==> src/rtl/seg_pkg.sv <==
// Shared constants and helpers for the seven-segment scanner: segment patterns,
// display saturation limit, converter FSM states, and the digit decode / dabble helpers.
package seg_pkg;

  // Segment patterns are {g,f,e,d,c,b,a}, active low.
  localparam logic [6:0] SEG_0     = 7'b1000000;
  localparam logic [6:0] SEG_1     = 7'b1111001;
  localparam logic [6:0] SEG_2     = 7'b0100100;
  localparam logic [6:0] SEG_3     = 7'b0110000;
  localparam logic [6:0] SEG_4     = 7'b0011001;
  localparam logic [6:0] SEG_5     = 7'b0010010;
  localparam logic [6:0] SEG_6     = 7'b0000010;
  localparam logic [6:0] SEG_7     = 7'b1111000;
  localparam logic [6:0] SEG_8     = 7'b0000000;
  localparam logic [6:0] SEG_9     = 7'b0010000;
  localparam logic [6:0] SEG_BLANK = 7'b1111111;

  localparam logic [13:0] MAX_DISPLAY = 14'd9999;

  typedef enum logic [1:0] {
    IDLE   = 2'd0,
    CONV   = 2'd1,
    COMMIT = 2'd2
  } state_t;

  function automatic logic [6:0] seg_decode(input logic [3:0] d);
    logic [6:0] s;
    case (d)
      4'd0:    s = SEG_0;
      4'd1:    s = SEG_1;
      4'd2:    s = SEG_2;
      4'd3:    s = SEG_3;
      4'd4:    s = SEG_4;
      4'd5:    s = SEG_5;
      4'd6:    s = SEG_6;
      4'd7:    s = SEG_7;
      4'd8:    s = SEG_8;
      4'd9:    s = SEG_9;
      default: s = SEG_BLANK;
    endcase
    return s;
  endfunction

  // Add 3 to every BCD nibble that is 5 or more, ahead of the left shift.
  function automatic logic [15:0] dabble_adjust(input logic [15:0] b);
    logic [15:0] r;
    r = b;
    for (int k = 0; k < 4; k++) begin
      if (b[4*k +: 4] >= 4'd5) begin
        r[4*k +: 4] = b[4*k +: 4] + 4'd3;
      end else begin
        r[4*k +: 4] = b[4*k +: 4];
      end
    end
    return r;
  endfunction

endpackage

==> src/rtl/bin2bcd_seq.sv <==
// Sequential 14-bit binary to 4-digit BCD converter (shift-add-3), one iteration per clock,
// with input saturation at 9999. done pulses for the single COMMIT cycle.
module bin2bcd_seq
  import seg_pkg::*;
(
  input  logic        clk,
  input  logic        reset,
  input  logic        start,
  input  logic [13:0] bin,
  output logic        busy,
  output logic [15:0] bcd,
  output logic        done
);

  state_t      state;
  logic [3:0]  count;
  logic [13:0] bin_sr;
  logic [15:0] scratch;
  logic [15:0] adj;

  assign adj  = dabble_adjust(scratch);
  assign busy = (state != IDLE);
  assign done = (state == COMMIT);
  assign bcd  = scratch;

  always_ff @(posedge clk) begin
    if (reset) begin
      state   <= IDLE;
      count   <= 4'd0;
      bin_sr  <= 14'd0;
      scratch <= 16'd0;
    end else begin
      case (state)
        IDLE: begin
          if (start) begin
            bin_sr  <= (bin > MAX_DISPLAY) ? MAX_DISPLAY : bin;
            scratch <= 16'd0;
            count   <= 4'd14;
            state   <= CONV;
          end
        end
        CONV: begin
          {scratch, bin_sr} <= {adj[14:0], bin_sr, 1'b0};
          count             <= count - 4'd1;
          if (count == 4'd1) begin
            state <= COMMIT;
          end
        end
        COMMIT:  state <= IDLE;
        default: state <= IDLE;
      endcase
    end
  end

endmodule

==> src/rtl/seven_seg_scanner.sv <==
// Four-digit common-anode display driver: converts a binary score to BCD and
// scans one digit per scan_tick, with optional leading-zero blanking.
module seven_seg_scanner
  import seg_pkg::*;
#(
  parameter int BLANK_LZ = 1
) (
  input  logic        clk,
  input  logic        reset,
  input  logic        enable,
  input  logic        scan_tick,
  input  logic [13:0] value,
  input  logic        value_valid,
  output logic        busy,
  output logic [3:0]  anodes,
  output logic [6:0]  segments
);

  logic [15:0] digits;
  logic [1:0]  index;
  logic [15:0] conv_bcd;
  logic        conv_done;
  logic [3:0]  cur_digit;
  logic        lead_zero;
  logic [3:0]  anodes_next;
  logic [6:0]  segments_next;

  bin2bcd_seq u_conv (
    .clk   (clk),
    .reset (reset),
    .start (value_valid),
    .bin   (value),
    .busy  (busy),
    .bcd   (conv_bcd),
    .done  (conv_done)
  );

  // A digit is a leading zero when it and every more significant digit are zero.
  always_comb begin
    cur_digit = 4'd0;
    lead_zero = 1'b0;
    case (index)
      2'd0: begin
        cur_digit = digits[3:0];
        lead_zero = 1'b0;
      end
      2'd1: begin
        cur_digit = digits[7:4];
        lead_zero = (digits[15:4] == 12'd0);
      end
      2'd2: begin
        cur_digit = digits[11:8];
        lead_zero = (digits[15:8] == 8'd0);
      end
      2'd3: begin
        cur_digit = digits[15:12];
        lead_zero = (digits[15:12] == 4'd0);
      end
      default: begin
        cur_digit = 4'd0;
        lead_zero = 1'b0;
      end
    endcase

    if (!enable) begin
      anodes_next   = 4'b1111;
      segments_next = SEG_BLANK;
    end else if ((BLANK_LZ != 0) && lead_zero) begin
      anodes_next   = ~(4'b0001 << index);
      segments_next = SEG_BLANK;
    end else begin
      anodes_next   = ~(4'b0001 << index);
      segments_next = seg_decode(cur_digit);
    end
  end

  always_ff @(posedge clk) begin
    if (reset) begin
      index    <= 2'd0;
      digits   <= 16'd0;
      anodes   <= 4'b1110;
      segments <= SEG_0;
    end else begin
      if (scan_tick) begin
        index <= index + 2'd1;
      end
      if (conv_done) begin
        digits <= conv_bcd;
      end
      anodes   <= anodes_next;
      segments <= segments_next;
    end
  end

endmodule

==> config.mk <==
export PLATFORM = sky130hd
export DESIGN_NAME = seven_seg_scanner
export DESIGN_NICKNAME = d
export VERILOG_FILES = /design/src/rtl/seg_pkg.sv /design/src/rtl/bin2bcd_seq.sv /design/src/rtl/seven_seg_scanner.sv
export SDC_FILE = /design/constraint.sdc
export NUM_CORES = 1
export LEC_CHECK = 0
export CAP_MARGIN = 10
export CORE_ASPECT_RATIO = 0.8
export CORE_MARGIN = 4
export CORE_UTILIZATION = 35
export CTS_BUF_LIST = sky130_fd_sc_hd__clkbuf_4 sky130_fd_sc_hd__clkbuf_8 sky130_fd_sc_hd__clkbuf_16
export CTS_CLUSTER_DIAMETER = 200
export DETAILED_ROUTE_END_ITERATION = 6
export GPL_TIMING_DRIVEN = 0
export MAX_ROUTING_LAYER = met4
export PLACE_DENSITY = 0.62
export SETUP_SLACK_MARGIN = 0.1
export SYNTH_ARGS = -nofsm -noshare
export SYNTH_HDL_FRONTEND = slang
export SYNTH_HIERARCHICAL = 1
export SYNTH_SLANG_ARGS = --single-unit
==> constraint.sdc <==
create_clock -name clk -period 2.8 [get_ports clk]
set_input_delay 0.56 -clock clk [delete_from_list [all_inputs] [get_ports clk]]
set_output_delay 0.56 -clock clk [all_outputs]
set_load 0.05 [all_outputs]
==> results.cfg <==
[min_path]
hold_class = reg2reg
min_path_cells = 2
hold_end = u_conv/bin_sr[0]
hold_start = u_conv/bin_sr[0]

[clock_tree]
cts_tree = yes
ctsResizeCount = 0
numCtsBuffers = 9
clkTransAtPathRegs_ps = 50
hold_buffers = 0
h-tree-depth = 3
insertion_delay_ps = 330
cts_root_buf = clkbuf_16
cts.path.max_buffers = 2
clock_sinks = 65
post_cts_buffers = 0

[global_routing]
grt_pass1_vias = 2598
grt_overflow = 0
antenna_found_initial = 0
track_usage = 0.149
grt_max_degree = 11
grt_pass1_wl_mm = 12.5

[placement]
dp.cells = 494
post-dp-hpwl_mm = 5.46
place.gp.congestion = 0.878
portBuffers = 30

[route]
wl_mm = 7.39
drcViolationCount = 0
drt_first_iter_violations = 158
routed-via-count = 2657
wire_per_inst_um = 14.5
drt-vias-per-instance = 5.21
dr.pass1.iters = 4
ant_nets = 0

[worst_setup_path]
arrival_ps = 2720
ff2ff_setup_slack_ps = 280
r2r_start = index[0]
end_kind = flop
critPathMaxFanout = 7
required_ps = 3000
critPathLaunchType = flop
path_class = reg2reg
r2r_end = segments[6]
reg2reg_depth = 10

[layout]
post-route-util = 0.442
num_antenna_cells = 0
n_fill_cell = 881
area_growth_pct = 22.8
final_cells = 510
final_cell_mix = dfxtp_1 (65), nor2_1 (34), clkdlybuf4s50_1 (29), a21oi_1 (24), mux2i_1 (21)
nets = 429
layout-drive-gt1-share = 0.119
final_common_cell = dfxtp_1

[synthesis]
synth_area_mm2 = 0.00325
ys_seq_elements = 65
synth_cell_types = 56
avgSynthCellArea_um2 = 9.31
yosysSeqAreaShare = 0.400
async_flop_share = 0
synth_nets = 388
synth_edf_count = 0
ys_warn_count = 6
synthTopCellsByArea = dfxtp_1 (40%), ha_1 (7.7%), mux2i_1 (6.8%)
ys.flop_type = dfxtp_1
syn_inst = 349
synth_top_area_frac = 0.400
synth_top_cell_by_area = dfxtp_1

[timing]
finalSetupViolations = 0
fin_crit_sh = 0.899
slew_viol_final = 0
hold_violations = 0
slew_headroom = 0.658
tightest_slew_ps = 513
setup_tns_ps = 0
fin_hold_ws_ps = 456
fmax_mhz = 397
finalClockSkew_ps = 5.36
rsz0062_at_grt = no
fin_crit_ps = 2520

[die]
start_util = 0.360
chipHeight_um = 94.2
core_area_mm2 = 0.00904
dieArea_mm2 = 0.0109
die_w_um = 116
ios = 31
row_count = 31

[power_and_ir_drop]
seqPwrFrac = 0.403
finalPower_uw = 2490
p_int_uw = 1820
power_frac_clock = 0.417
p_comb_frac = 0.180
power_density_mw_per_mm2 = 624
irDropWorstVdd_mv = 0.272
cellLeakagePower_uw = 0.00152
power.net_switching_uw = 674
switching_share = 0.270

[outcome]
status = complete, no violations

[job]
cap_violations = 0
-- cell type report --
class	instances	area [um2]	area share
clock inverters	3	15.0	0.00376
plain buffers	17	101	0.0254
multi-input cells	250	1800	0.450
flip-flops and latches	65	1300	0.326
repair buffers	30	303	0.0758
clock buffers	13	268	0.0671
well taps	115	144	0.0360
inverters	17	63.8	0.0160
-- metal layers --
layer  GRT usage  up-vias  part of all wire
li1            -     1329                 -
met1       0.204     1265              0.50
met2       0.217       55              0.44
met3      0.0341        8             0.046
met4      0.0522        0             0.014
met5           -        -                 0
-- power groups by stage --
stage / clock (uW) / combinational, uW / sequential [uW]
6_report: 1040 / 448 / 1000
5_1_grt: 1110 / 490 / 1010
4_1_cts: 1060 / 446 / 1000
3_5_place_dp: 0 / 442 / 1020
3_3_place_gp: 0 / 437 / 1020
2_1_floorplan: 0 / 261 / 1080
-- synth_stat cells (2+ instances only) --
master and count:
a211oi_1 4, a21oi_1 24, a21oi_2 4, a222oi_1 2, a22o_1 4, a22oi_1 9, a31oi_1 4, buf_2 6
buf_4 2, buf_6 3, clkbuf_1 5, dfxtp_1 65, ha_1 20, inv_1 17, mux2i_1 22, nand2_1 17
nand2b_1 9, nand3_1 5, nor2_1 34, nor2b_1 11, nor3_1 6, nor3b_1 5, nor4_1 3, o211ai_1 3
o21ai_0 12, o21ai_1 4, o22ai_1 6, o2bb2ai_1 4, o31ai_1 3, xnor2_1 7, xor2_1 4
-- stage by stage --
| stage | worst slack, ps | area, um2 |
|---|---|---|
| final | 284 | 3990 |
| after global routing | 131 | 3990 |
| after CTS | 178 | 3980 |
| after detailed placement | 205 | 3690 |
| after global placement | 293 | 3690 |
| after floorplan | 552 | 3250 |
-- worst max path at each step --
| stage | startpoint | end | slack [ps] | cells past startpoint |
|---|---|---|---|---|
| floorplan | index[0] | segments[6] | 550 | 10 |
| global placement | index[0] | segments[6] | 290 | 10 |
| detailed placement | index[0] | segments[6] | 210 | 10 |
| CTS | index[0] | segments[6] | 180 | 10 |
| global route | index[0] | segments[6] | 130 | 10 |
| finish | index[0] | segments[6] | 280 | 10 |
-- sequential cells by signal, indices dropped and copies added, names as in the netlist --
register       cells
anodes             4
digits            16
index              2
segments           7
u_conv/bcd        16
u_conv/bin_sr     14
u_conv/count       4
u_conv/state       2
-- logic make-up after synthesis --
group | share of synthesized area
AO/OA/AOI/OAI | 0.224
AND/OR/NAND/NOR | 0.150
flip-flops | 0.400
buffers and inverters | 0.0508
multiplexers | 0.0677
adder cells (fa/ha/maj) | 0.0770
XOR/XNOR | 0.0296
-- critical path, stage by stage, from the launching register on --
cell       delay, ps
dfxtp_1          400
inv_1            100
ha_1             300
a22oi_1          230
nand2_1          190
mux2i_4          240
inv_1             90
ha_1             220
a211o_1          280
a2111oi_4        300
a21oi_2           50
Power figures use the tool's default switching activity.
